`src/rtl/inst_encoder.sv`:
```
// inst_encoder: packs decoded RV32I fields into instruction words and streams
// them to instruction memory at consecutive word addresses.
//
// Ports:
//   i_clk, i_rst_n          clock, synchronous active-low reset
//   i_start, i_stop         session open (IDLE only) / early close (RUN only)
//   i_base_addr             first write address of a session
//   i_in_valid, o_in_ready  decoded-field stream handshake
//   i_opcode, i_func        major opcode, {funct7, funct3}
//   i_rs1, i_rs2, i_rd      register indices
//   i_imm                   sign-extended byte-offset immediate
//   o_wr_valid, i_wr_ready  memory write handshake
//   o_wr_addr, o_wr_data    write address and encoded word
//   o_busy, o_full          session active / word limit reached
//   o_illegal, o_count      sticky dropped-opcode flag, legal words this session
module inst_encoder #(
    parameter int XLEN      = 32,
    parameter int ILEN      = 32,
    parameter int DEPTH     = 2,
    parameter int MAX_WORDS = 1024
) (
    input  logic                           i_clk,
    input  logic                           i_rst_n,
    input  logic                           i_start,
    input  logic                           i_stop,
    input  logic [XLEN-1:0]                i_base_addr,
    input  logic                           i_in_valid,
    output logic                           o_in_ready,
    input  logic [6:0]                     i_opcode,
    input  logic [9:0]                     i_func,
    input  logic [4:0]                     i_rs1,
    input  logic [4:0]                     i_rs2,
    input  logic [4:0]                     i_rd,
    input  logic [XLEN-1:0]                i_imm,
    output logic                           o_wr_valid,
    input  logic                           i_wr_ready,
    output logic [XLEN-1:0]                o_wr_addr,
    output logic [ILEN-1:0]                o_wr_data,
    output logic                           o_busy,
    output logic                           o_full,
    output logic                           o_illegal,
    output logic [$clog2(MAX_WORDS+1)-1:0] o_count
);
    localparam int CW = $clog2(MAX_WORDS+1);
    localparam int PW = $clog2(DEPTH);

    typedef enum logic [1:0] {IDLE, RUN, DRAIN} state_t;

    state_t          r_state, w_next;
    logic [XLEN-1:0] r_addr_q [DEPTH];
    logic [ILEN-1:0] r_data_q [DEPTH];
    logic [PW-1:0]   r_wp, r_rp;
    logic [PW:0]     r_occ;
    logic [XLEN-1:0] r_next_addr;
    logic [CW-1:0]   r_count;
    logic            r_illegal;
    logic [2:0]      w_f3;
    logic [6:0]      w_f7;
    logic [ILEN-1:0] w_enc;
    logic            w_legal, w_accept, w_push, w_pop, w_last;

    assign w_f3 = i_func[2:0];
    assign w_f7 = i_func[9:3];

    always_comb begin
        w_legal = 1'b1;
        w_enc   = '0;
        case (i_opcode)
            7'b0110011: w_enc = {w_f7, i_rs2, i_rs1, w_f3, i_rd, i_opcode};
            // shift-immediates carry funct7 in the upper immediate field
            7'b0010011: w_enc = (w_f3 == 3'b001 || w_f3 == 3'b101) ?
                                {w_f7, i_imm[4:0], i_rs1, w_f3, i_rd, i_opcode} :
                                {i_imm[11:0], i_rs1, w_f3, i_rd, i_opcode};
            7'b0000011,
            7'b1100111: w_enc = {i_imm[11:0], i_rs1, w_f3, i_rd, i_opcode};
            7'b0100011: w_enc = {i_imm[11:5], i_rs2, i_rs1, w_f3, i_imm[4:0], i_opcode};
            7'b1100011: w_enc = {i_imm[12], i_imm[10:5], i_rs2, i_rs1, w_f3,
                                 i_imm[4:1], i_imm[11], i_opcode};
            7'b0110111,
            7'b0010111: w_enc = {i_imm[31:12], i_rd, i_opcode};
            7'b1101111: w_enc = {i_imm[20], i_imm[10:1], i_imm[11], i_imm[19:12], i_rd, i_opcode};
            default:    w_legal = 1'b0;
        endcase
    end

    assign o_busy     = r_state != IDLE;
    assign o_full     = r_count == CW'(MAX_WORDS);
    assign o_illegal  = r_illegal;
    assign o_count    = r_count;
    assign o_in_ready = (r_state == RUN) && (r_occ != (PW+1)'(DEPTH)) && !o_full;
    assign o_wr_valid = r_occ != '0;
    assign o_wr_addr  = o_wr_valid ? r_addr_q[r_rp] : '0;
    assign o_wr_data  = o_wr_valid ? r_data_q[r_rp] : '0;
    assign w_accept   = i_in_valid && o_in_ready;
    assign w_push     = w_accept && w_legal;
    assign w_pop      = o_wr_valid && i_wr_ready;
    assign w_last     = w_push && (r_count == CW'(MAX_WORDS-1));

    always_comb begin
        w_next = r_state;
        case (r_state)
            IDLE:    w_next = i_start ? RUN : IDLE;
            RUN:     w_next = (i_stop || w_last) ? DRAIN : RUN;
            DRAIN:   w_next = (r_occ == '0) ? IDLE : DRAIN;
            default: w_next = IDLE;
        endcase
    end

    always_ff @(posedge i_clk) begin
        if (!i_rst_n) begin
            r_state     <= IDLE;
            r_wp        <= '0;
            r_rp        <= '0;
            r_occ       <= '0;
            r_next_addr <= '0;
            r_count     <= '0;
            r_illegal   <= 1'b0;
        end else begin
            r_state <= w_next;
            r_occ   <= r_occ + (PW+1)'(w_push) - (PW+1)'(w_pop);
            if (w_push)
                r_wp <= r_wp + PW'(1);
            if (w_pop)
                r_rp <= r_rp + PW'(1);
            if (r_state == IDLE && i_start) begin
                r_next_addr <= i_base_addr;
                r_count     <= '0;
                r_illegal   <= 1'b0;
            end else if (w_push) begin
                r_next_addr <= r_next_addr + XLEN'(4);
                r_count     <= r_count + CW'(1);
            end else if (w_accept) begin
                r_illegal   <= 1'b1;
            end
        end
    end

    // buffer storage needs no reset: occupancy gates what is visible
    always_ff @(posedge i_clk) begin
        if (w_push) begin
            r_addr_q[r_wp] <= r_next_addr;
            r_data_q[r_wp] <= w_enc;
        end
    end
endmodule

```
`config.mk`:
```
export PLATFORM = sky130hd
export DESIGN_NAME = inst_encoder
export DESIGN_NICKNAME = d
export VERILOG_FILES = /design/src/rtl/inst_encoder.sv
export SDC_FILE = /design/constraint.sdc
export NUM_CORES = 1
export LEC_CHECK = 0
export ABC_CLOCK_PERIOD_IN_PS = 6490
export CORE_MARGIN = 10
export CORE_UTILIZATION = 50
export DETAILED_ROUTE_END_ITERATION = 16
export PLACE_DENSITY = 0.79
export SLEW_MARGIN = 15
export SYNTH_ARGS = -nofsm -noshare
export SYNTH_HDL_FRONTEND = slang
export SYNTH_SLANG_ARGS = --single-unit
```
`constraint.sdc`:
```
create_clock -name i_clk -period 6.49 [get_ports i_clk]
set_clock_uncertainty 0.1 [all_clocks]
set_input_delay 1.298 -clock i_clk [delete_from_list [all_inputs] [get_ports i_clk]]
set_output_delay 1.298 -clock i_clk [all_outputs]
set_load 0.03 [all_outputs]
```
* After elaboration in Yosys (flattened, before gate mapping)
Memory sizes are Yosys's and may differ from the RTL's. A register that Yosys moved wholly into a read port is not among the register bits.
Cells that the tools add are included.
** Storage, ports and cells
- Register bits after elaboration :: 50
- Bits in writable memories :: 128
- Output and inout port bits :: 80
- Logic and storage cells :: 70
- Memories :: 2
** Cells by class
- $add $sub $neg :: 6
- Equal/unequal tests :: 16
- Muxes and demuxes :: 17
- Bitwise operators :: 2
- Reductions and logical operators :: 20
** Memories
- r_addr_q :: depth 2, width 32, rd ports 1, clocked after Yosys merged registers in 1, write ports 1, line 50 : logic [XLEN-1:0] r_addr_q [DEPTH];
- r_data_q :: depth 2, width 32, rd ports 1, clocked after Yosys merged registers in 1, write ports 1, line 51 : logic [ILEN-1:0] r_data_q [DEPTH];
** Operators with widths (number)
- $pmux W32 S7 :: 1
- $mux W32 :: 5
- $add A32 B3 Y32 const B :: 1
- $eq A7 B6 Y1 const B :: 3
- $eq A7 B7 Y1 const B :: 3
- $eq A7 B5 Y1 const B :: 2
- $add A11 B1 Y11 const B :: 1
- $eq A11 B10 Y1 const B :: 1
- $eq A11 B11 Y1 const B :: 1
- $reduce_or A9 Y1 :: 1
- $mux W1 :: 8
- $eq A7 B2 Y1 const B :: 1
- $logic_and A1 B1 Y1 :: 7
- $pmux W2 S3 :: 1
- $reduce_bool A2 Y1 :: 3
- $reduce_or A2 Y1 :: 3
- $logic_not A2 Y1 :: 2
- $mux W2 :: 2
- $eq A3 B1 Y1 const B :: 1
- $eq A3 B3 Y1 const B :: 1
- $add A1 B1 Y1 const B :: 2
- $add A2 B1 Y2 :: 1
- $eq A2 B1 Y1 const B :: 1
- $eq A2 B2 Y1 const B :: 1
- 6 further kinds :: 8

* Logic depth before layout (Yosys ltp)
Gate-level depths: netlist of the first run.
- Depth after elaboration :: 9
- Mapped depth :: 13
- Mapped depth without buffers :: 12

* Worst setup path before layout of the first run
Ideal clock, no wire load.
- Path type :: input-to-reg
- Start :: input port i_opcode[2]
- End :: memory r_addr_q[0][0] (enable)
- Arrival :: 5.032 ns
- Data required time :: 5.902 ns
- Slack :: 0.870 ns
- Stages on the path :: 7
- Path buffers :: 1
- Path through :: buf_6 nor2b_1 o21ai_2 nand3_2 nor2_1 inv_1 nor2_1
** On the way
- Longest elaborated chain between the ends :: 6
- Elaborated cells on any way between the ends :: 14
** RTL lines
- start: declaration :: line 29 : input logic [6:0] i_opcode,
- $eq A7 B7 Y1, or another cell as far along :: line 68 : case (i_opcode)
- $reduce_or A9 Y1 (no source line) *
- $mux W1 * :: line 68
- $logic_and A1 B1 Y1 * :: line 95 : assign w_push = w_accept && w_legal;
- $mux W1 * :: line 140 : if (w_push) begin
- $mux W1 (not written as such) * :: line 141 : r_addr_q[r_wp] <= r_next_addr;
- end: declaration :: line 50
Mark *: on every way between the ends. The rest lies on a longest branch, timed or not.

* Final worst setup path of the first run
- Start :: input port i_opcode[2]
- End :: memory r_data_q[0][6] (enable)
** On the way
- Longest elaborated chain between the ends :: 6
- Elaborated cells on any way between the ends :: 14
** RTL lines
- $eq A7 B7 Y1, or another cell as far along :: line 68
- $reduce_or A9 Y1 (no source line) *
- $mux W1 * :: line 68
- $logic_and A1 B1 Y1 * :: line 95
- $mux W1 * :: line 140
- $mux W1 (not written as such) * :: line 142 : r_data_q[r_wp] <= w_enc;
- end: declaration :: line 51
Marks and branches as above.

==> results_dict.tcl, run 1 <==
set metrics [dict create \
    synth_xor_area_share_pct 3.406 \
    postLayoutCoreUtil_pct 66.99 \
    muxShareOfSynthArea_pct 8.178 \
    fmax_mhz 227.2 \
    h-tree-depth 4 \
    synth_compound_area_share_pct 9.920 \
    dp_hpwl_um 15000 \
    num_antenna_cells 0 \
    drtIter0Drc 521 \
    drv_slew 0 \
    synthSimpleGateAreaFrac_pct 13.91 \
    critPathKind "in -> reg" \
    start_util_pct 50.55 \
    drc 0 \
    seq_power_share_pct 38.5 \
    drive_above_1_share_pct 6.064 \
    viasPerCell 5.506 \
    synth_edf_count 128 \
    die_height_um 146.3 \
    rsz0062_at_grt "false" \
    period_minus_slack_ns 4.402 \
    setup_viol_count_final 0 \
    maxCapViolCount 0 \
    io_pins 182 \
    worst_slew_pin_slew_ns 1.136 \
    grt_pass1_vias 6084 \
    die-area_sq_um 21390 \
    setup_tns_ns 0 \
    gr-usage-all-layers_pct 19.32 \
    finalHoldViolations 0 \
    report.power.total_uw 3497 \
    startpoint "i_opcode[2]" \
    grt_pass1_wl_um 33430 \
    required_ns 6.43 \
    area_growth_pct 32.52 \
    root_buffer "clkbuf_16" \
    dp.cells 1058 \
    routedWlPerCell_um 19.15 \
    final_common_cell "clkdlybuf4s50_1" \
    post_cts_buffers 0 \
    crit_path_max_fanout 65 \
    p_comb_share_pct 32.8 \
    syn_area_sq_um 7971 \
    core-area_sq_um 15770 \
    ctsHoldBuffers 0 \
    yosysWarnings 0 \
    end_kind "flip-flop" \
    power_frac_clock_pct 28.7 \
    p_int_uw 2319 \
    clkSinkCount 179 \
    die_w_um 146.3 \
    finalWeightedCongestion 0.9180 \
    fin_nets 968 \
    clock_path_buffers 2 \
    nFillCells 1212 \
    antenna_found_initial 0 \
    ys_types 46 \
    slowest_delay_ns 0.68 \
    syn_inst 692 \
    worstPathArrival_ns 4.34 \
    cts.clk_slew.worst_paths_ns 0.06 \
    hp-start "r_next_addr[0]" \
    syn-num-nets 799 \
    cts_resized 0 \
    worstSetupStartpointType "primary input" \
    synth_top_family_by_area "simple AND/OR/NAND/NOR gates" \
    p_leak_uw 0.003531 \
    p_sw_uw 1178 \
    synth_adder_area_share_pct 0.7848 \
    ant_nets 0 \
    power_density_nw_per_um2 331.1 \
    relSlewSlack_pct 23.68 \
    synthArstFlopShare_pct 0 \
    clock_latency_ns 0.42 \
    ys_ff_latch 179 \
    finalCritPeriodShare_pct 67.83 \
    grt_max_degree 66 \
    fin_cells 1090 \
    path_cells "clkdlybuf4s50_1 -> nor2b_1 -> o21ai_2 -> nand3_2 -> nor2_1 -> inv_1 -> nor2_4 -> buf_4" \
    via_count 6001 \
    synth-seq-area-share_pct 61.03 \
    switching_share_pct 33.69 \
    peakVddDrop_v 0.0001860 \
    drt-total-wl_um 20870 \
    syn_area_per_cell_sq_um 11.52 \
    synth-main-ff-cell "edfxtp_1" \
    timing.rr.start "o_count[0]" \
    status "complete, no violations" \
    numPortBuffers 181 \
    dr.pass1.iters 5 \
    hp-class "reg -> reg" \
    layout_common_cells "clkdlybuf4s50_1, edfxtp_1, nor2_1" \
    num_rows 46 \
    grt_overflow 0 \
    cts_made_buffers 17 \
    crit_slowest_cell "buf_4" \
    cts_tree "done" \
]
## layer usage
metal	track usage [%]	part of all wire [%]	up-vias
li1	-	-	2880
met1	25.16	43	2843
met2	31.32	48	254
met3	5.408	8.2	24
met4	4.505	1.0	0
met5	0	0	-
## final timing paths
check,to,slack (ns),cells after the start
min,r_addr_q[0][0],0.36,0
max reg2reg,r_data_q[0][6],3.26,8
max,r_data_q[0][6],2.09,8
min reg2reg,r_addr_q[0][0],0.36,0
## logic make-up after synthesis
family / count (synthesis)
xor+xnor: 31
simple gates: 230
mux: 65
fa+ha+maj: 5
flops: 179
compound gates: 125
buf+inv: 57
## worst max-delay path: cells and delay by family
family | cells | cell delay (ns)
AOI/OAI and AO/OA | 1 | 0.15
buffers and inverters | 3 | 1.46
and+or+nand+nor | 4 | 1.36
## cells in the mapped netlist (3+ instances only)
cell / instances / share of area [%]
nand2_1: 38 / 1.8
and3_1: 4 / 0.31
xnor2_1: 24 / 2.6
a22o_1: 19 / 2.1
ha_1: 5 / 0.78
buf_1: 13 / 0.61
a22oi_1: 3 / 0.28
mux2i_1: 64 / 8.0
clkbuf_1: 22 / 1.0
nor2b_1: 7 / 0.55
nor4_1: 14 / 1.1
nand3_1: 17 / 1.1
and2_1: 9 / 0.71
inv_1: 19 / 0.89
edfxtp_1: 128 / 48
a31oi_1: 8 / 0.63
a222oi_1: 4 / 0.50
o21ai_0: 41 / 2.6
nand4_1: 11 / 0.86
or3_1: 10 / 0.78
nor2_1: 94 / 4.4
nor3_1: 12 / 0.75
or4_1: 4 / 0.38
o31ai_1: 3 / 0.28
a21oi_1: 30 / 1.9
xor2_1: 7 / 0.77
a21o_1: 7 / 0.66
dfxtp_1: 51 / 13
## flip-flops by register name, summed over array words and instances, names as in the netlist, named ones only
| name | cells |
|---|---|
| r_wp | 1 |
| r_rp | 1 |
| r_addr_q | 64 |
| r_state | 2 |
| r_next_addr | 32 |
| o_count | 11 |
| r_occ | 2 |
| r_data_q | 64 |
| o_illegal | 1 |
## power groups by stage
stage	Combinational [uW]	Clock [uW]	Sequential (uW)
after global placement	1150	0	1370
after detailed placement	1160	0	1370
after floorplan	717	0	1300
after CTS	1160	1020	1350
after global routing	1220	1070	1360
final	1150	1000	1350
## area by class of cell
class                   instances  area, sq um  share of cell area, %
clock inverters                11        83.83                 0.7936
repair buffers                186         1844                  17.46
flip-flops and latches        179         4868                  46.09
well taps                     216        270.3                  2.558
inverters                      21        78.83                 0.7462
clock buffers                  21        514.2                  4.868
multi-input cells             456         2904                  27.49
## metrics by stage
step                      setup WS (ns)  hold slack (ns)  area, sq um
after floorplan                  0.8697           0.3254         7971
after global placement            1.832           0.3304         9971
after detailed placement          1.711           0.3438         9971
after CTS                         2.158           0.3595        10570
after global routing              1.810           0.3850        10560
final                             2.088           0.3556        10560
Note: power is estimated with default switching activity, not from simulation.
==> inputs of run 2 (changes only) <==
--- a/config.mk
+++ b/config.mk
@@ -5,11 +5,11 @@
 export SDC_FILE = /design/constraint.sdc
 export NUM_CORES = 1
 export LEC_CHECK = 0
-export ABC_CLOCK_PERIOD_IN_PS = 6490
+export ABC_CLOCK_PERIOD_IN_PS = 3600
 export CORE_MARGIN = 10
-export CORE_UTILIZATION = 50
+export CORE_UTILIZATION = 46
 export DETAILED_ROUTE_END_ITERATION = 16
-export PLACE_DENSITY = 0.79
+export PLACE_DENSITY = 0.76
 export SLEW_MARGIN = 15
 export SYNTH_ARGS = -nofsm -noshare
 export SYNTH_HDL_FRONTEND = slang
==> constraint.sdc (replaced) <==
create_clock -name i_clk -period 3.6 [get_ports i_clk]
set_clock_uncertainty 0.1 [all_clocks]
set_input_delay 0.72 -clock i_clk [delete_from_list [all_inputs] [get_ports i_clk]]
set_output_delay 0.72 -clock i_clk [all_outputs]
set_load 0.03 [all_outputs]
==> run 2 against run 1 <==
Effect of this change:
- largest cell class unchanged
- highest routed layer unchanged
- sequential share of layout area is 0.74 points lower
- largest power group unchanged
- sequential cell count stayed put
- die area is 7.5% higher
- worst setup slack worse by 1.6 ns
- via count is 0.62% higher
- first-iteration DRC count is 17% lower
- core utilization is 4.3 points lower
==> results_dict.tcl, run 2 (synthesis gave the netlist of run 1 again) <==
set metrics [dict create \
    status "complete, no violations" \
    area_growth_pct 34.67 \
    die_height_um 151.6 \
    finalHoldViolations 0 \
    cts_resized 0 \
    ant_nets 0 \
    hp-class "reg -> reg" \
    setup_tns_ns 0 \
    path_cells "buf_4 -> mux2i_1 -> nor2_1 -> clkdlybuf4s50_1" \
    finalCritPeriodShare_pct 87.57 \
    io_pins 182 \
    grt_max_degree 55 \
    grt_pass1_vias 6051 \
    via_count 6038 \
    num_antenna_cells 0 \
    rr_worst_depth 12 \
    finalWeightedCongestion 0.8941 \
    p_leak_uw 0.003603 \
    cts_tree "done" \
    worstHoldPathCells 0 \
    final_common_cell "clkdlybuf4s50_1" \
    r2r-end "r_occ[1]" \
    crit_slowest_cell "clkdlybuf4s50_1" \
    clkSinkCount 179 \
    seq_power_share_pct 36.7 \
    relSlewSlack_pct 64.10 \
    hold-worst-slack_ns 0.3601 \
    start_util_pct 46.57 \
    period_minus_slack_ns 3.152 \
    design_area_sq_um 10740 \
    p_sw_uw 2164 \
    antenna_found_initial 0 \
    post_dp_cell_area_sq_um 10130 \
    crit_end "o_wr_addr[6]" \
    die_w_um 151.6 \
    p_comb_share_pct 34.2 \
    slowest_delay_ns 0.75 \
    cts.clk_slew.worst_paths_ns 0.06 \
    dp.cells 1082 \
    die-area_sq_um 22990 \
    layout_common_cells "clkdlybuf4s50_1, edfxtp_1, nor2_1" \
    drc 0 \
    fin_nets 983 \
    numPortBuffers 181 \
    timing.rr.start "o_count[1]" \
    viasPerCell 5.420 \
    clock_path_buffers 2 \
    critPathKind "reg -> out" \
    drive_above_1_share_pct 7.312 \
    ctsHoldBuffers 0 \
    maxCapViolCount 0 \
    reg.largest.list "r_addr_q x64, r_data_q x64, r_next_addr x32" \
    drtIter0Drc 431 \
    clock_latency_ns 0.42 \
    dr.pass1.iters 6 \
    cts_made_buffers 17 \
    worstSetupStartpointType "flip-flop" \
    report.power.total_uw 6428 \
    setup_viol_count_final 0 \
    nFillCells 1403 \
    power_density_nw_per_um2 598.8 \
    grt_pass1_wl_um 33060 \
    drv_slew 0 \
    gr-usage-all-layers_pct 18.27 \
    rsz0062_at_grt "false" \
    required_ns 2.78 \
    worstPathArrival_ns 2.33 \
    crit_path_max_fanout 20 \
    end_kind "output port" \
    peakVddDrop_v 0.0003487 \
    p_int_uw 4264 \
    worst_slew_pin_slew_ns 0.5386 \
    fmax_mhz 317.2 \
    dp_hpwl_um 15340 \
    r2r_slack_ns 0.95 \
    grt_overflow 0 \
    post_cts_buffers 0 \
    core-area_sq_um 17120 \
    num_rows 48 \
    switching_share_pct 33.67 \
    fin_cells 1114 \
    root_buffer "clkbuf_16" \
    routedWlPerCell_um 19.09 \
    power_frac_clock_pct 29.1 \
    hp-start "r_next_addr[0]" \
    h-tree-depth 4 \
    drt-total-wl_um 21270 \
]
[run 2: cell types whose count changed in the layout (fill, tap and decap cells not counted), moves of 2 or more]
cell        change
buf_12          +3
buf_4          +12
bufinv_16       +3
clkbuf_16       -3
clkinv_2        -2
clkinvlp_4      +2
inv_6           +2
[run 2: worst max-delay path, delay by kind of cell, from the launching register on]
kind | cells | cell delay [ns]
AND/OR/NAND/NOR | 1 | 0.10
multiplexers | 1 | 0.10
flip-flops | 1 | 0.61
buffers and inverters | 2 | 1.08
[run 2: final cells by class]
| cell class | instances | area, sq um | area share (%) |
|---|---|---|---|
| clock buffers | 18 | 429.2 | 3.998 |
| well taps | 225 | 281.5 | 2.622 |
| repair buffers | 201 | 1999 | 18.62 |
| clock inverters | 14 | 173.9 | 1.620 |
| flip-flops and latches | 179 | 4868 | 45.35 |
| multi-input cells | 456 | 2904 | 27.05 |
| inverters | 21 | 78.83 | 0.7343 |
[run 2: how the worst min path moves through the flow]
| stage | to | slack (ns) |
|---|---|---|
| 5_1_grt | r_addr_q[0][1] | 0.38 |
| 3_3_place_gp | r_addr_q[1][0] | 0.33 |
| 6_report | r_addr_q[1][0] | 0.36 |
| 3_5_place_dp | r_addr_q[0][0] | 0.35 |
| 2_1_floorplan | r_addr_q[0][0] | 0.33 |
| 4_1_cts | r_addr_q[0][0] | 0.36 |
[run 2: stage by stage]
stage | worst slack (ns) | utilization (%)
3_3_place_gp | 0.2768 | 59.20
4_1_cts | 0.4087 | 62.72
6_report | 0.4476 | 62.72
3_5_place_dp | 0.2111 | 59.20
5_1_grt | 0.3012 | 62.72
2_1_floorplan | 0.04959 | -
[run 2: power by group through the flow]
stage,registers [uW],clock network (uW),logic [uW]
3_5_place_dp,2410,0,2220
3_3_place_gp,2400,0,2200
5_1_grt,2370,1990,2330
4_1_cts,2360,1900,2230
2_1_floorplan,2340,0,1290
6_report,2360,1870,2200
[run 2: routing by layer]
layer	up-vias	track usage, %	routed length [um]
met3	28	5.584	1918
met2	239	29.53	9995
met5	-	0	0
met4	0	6.053	316
li1	2910	-	-
met1	2861	22.86	9035
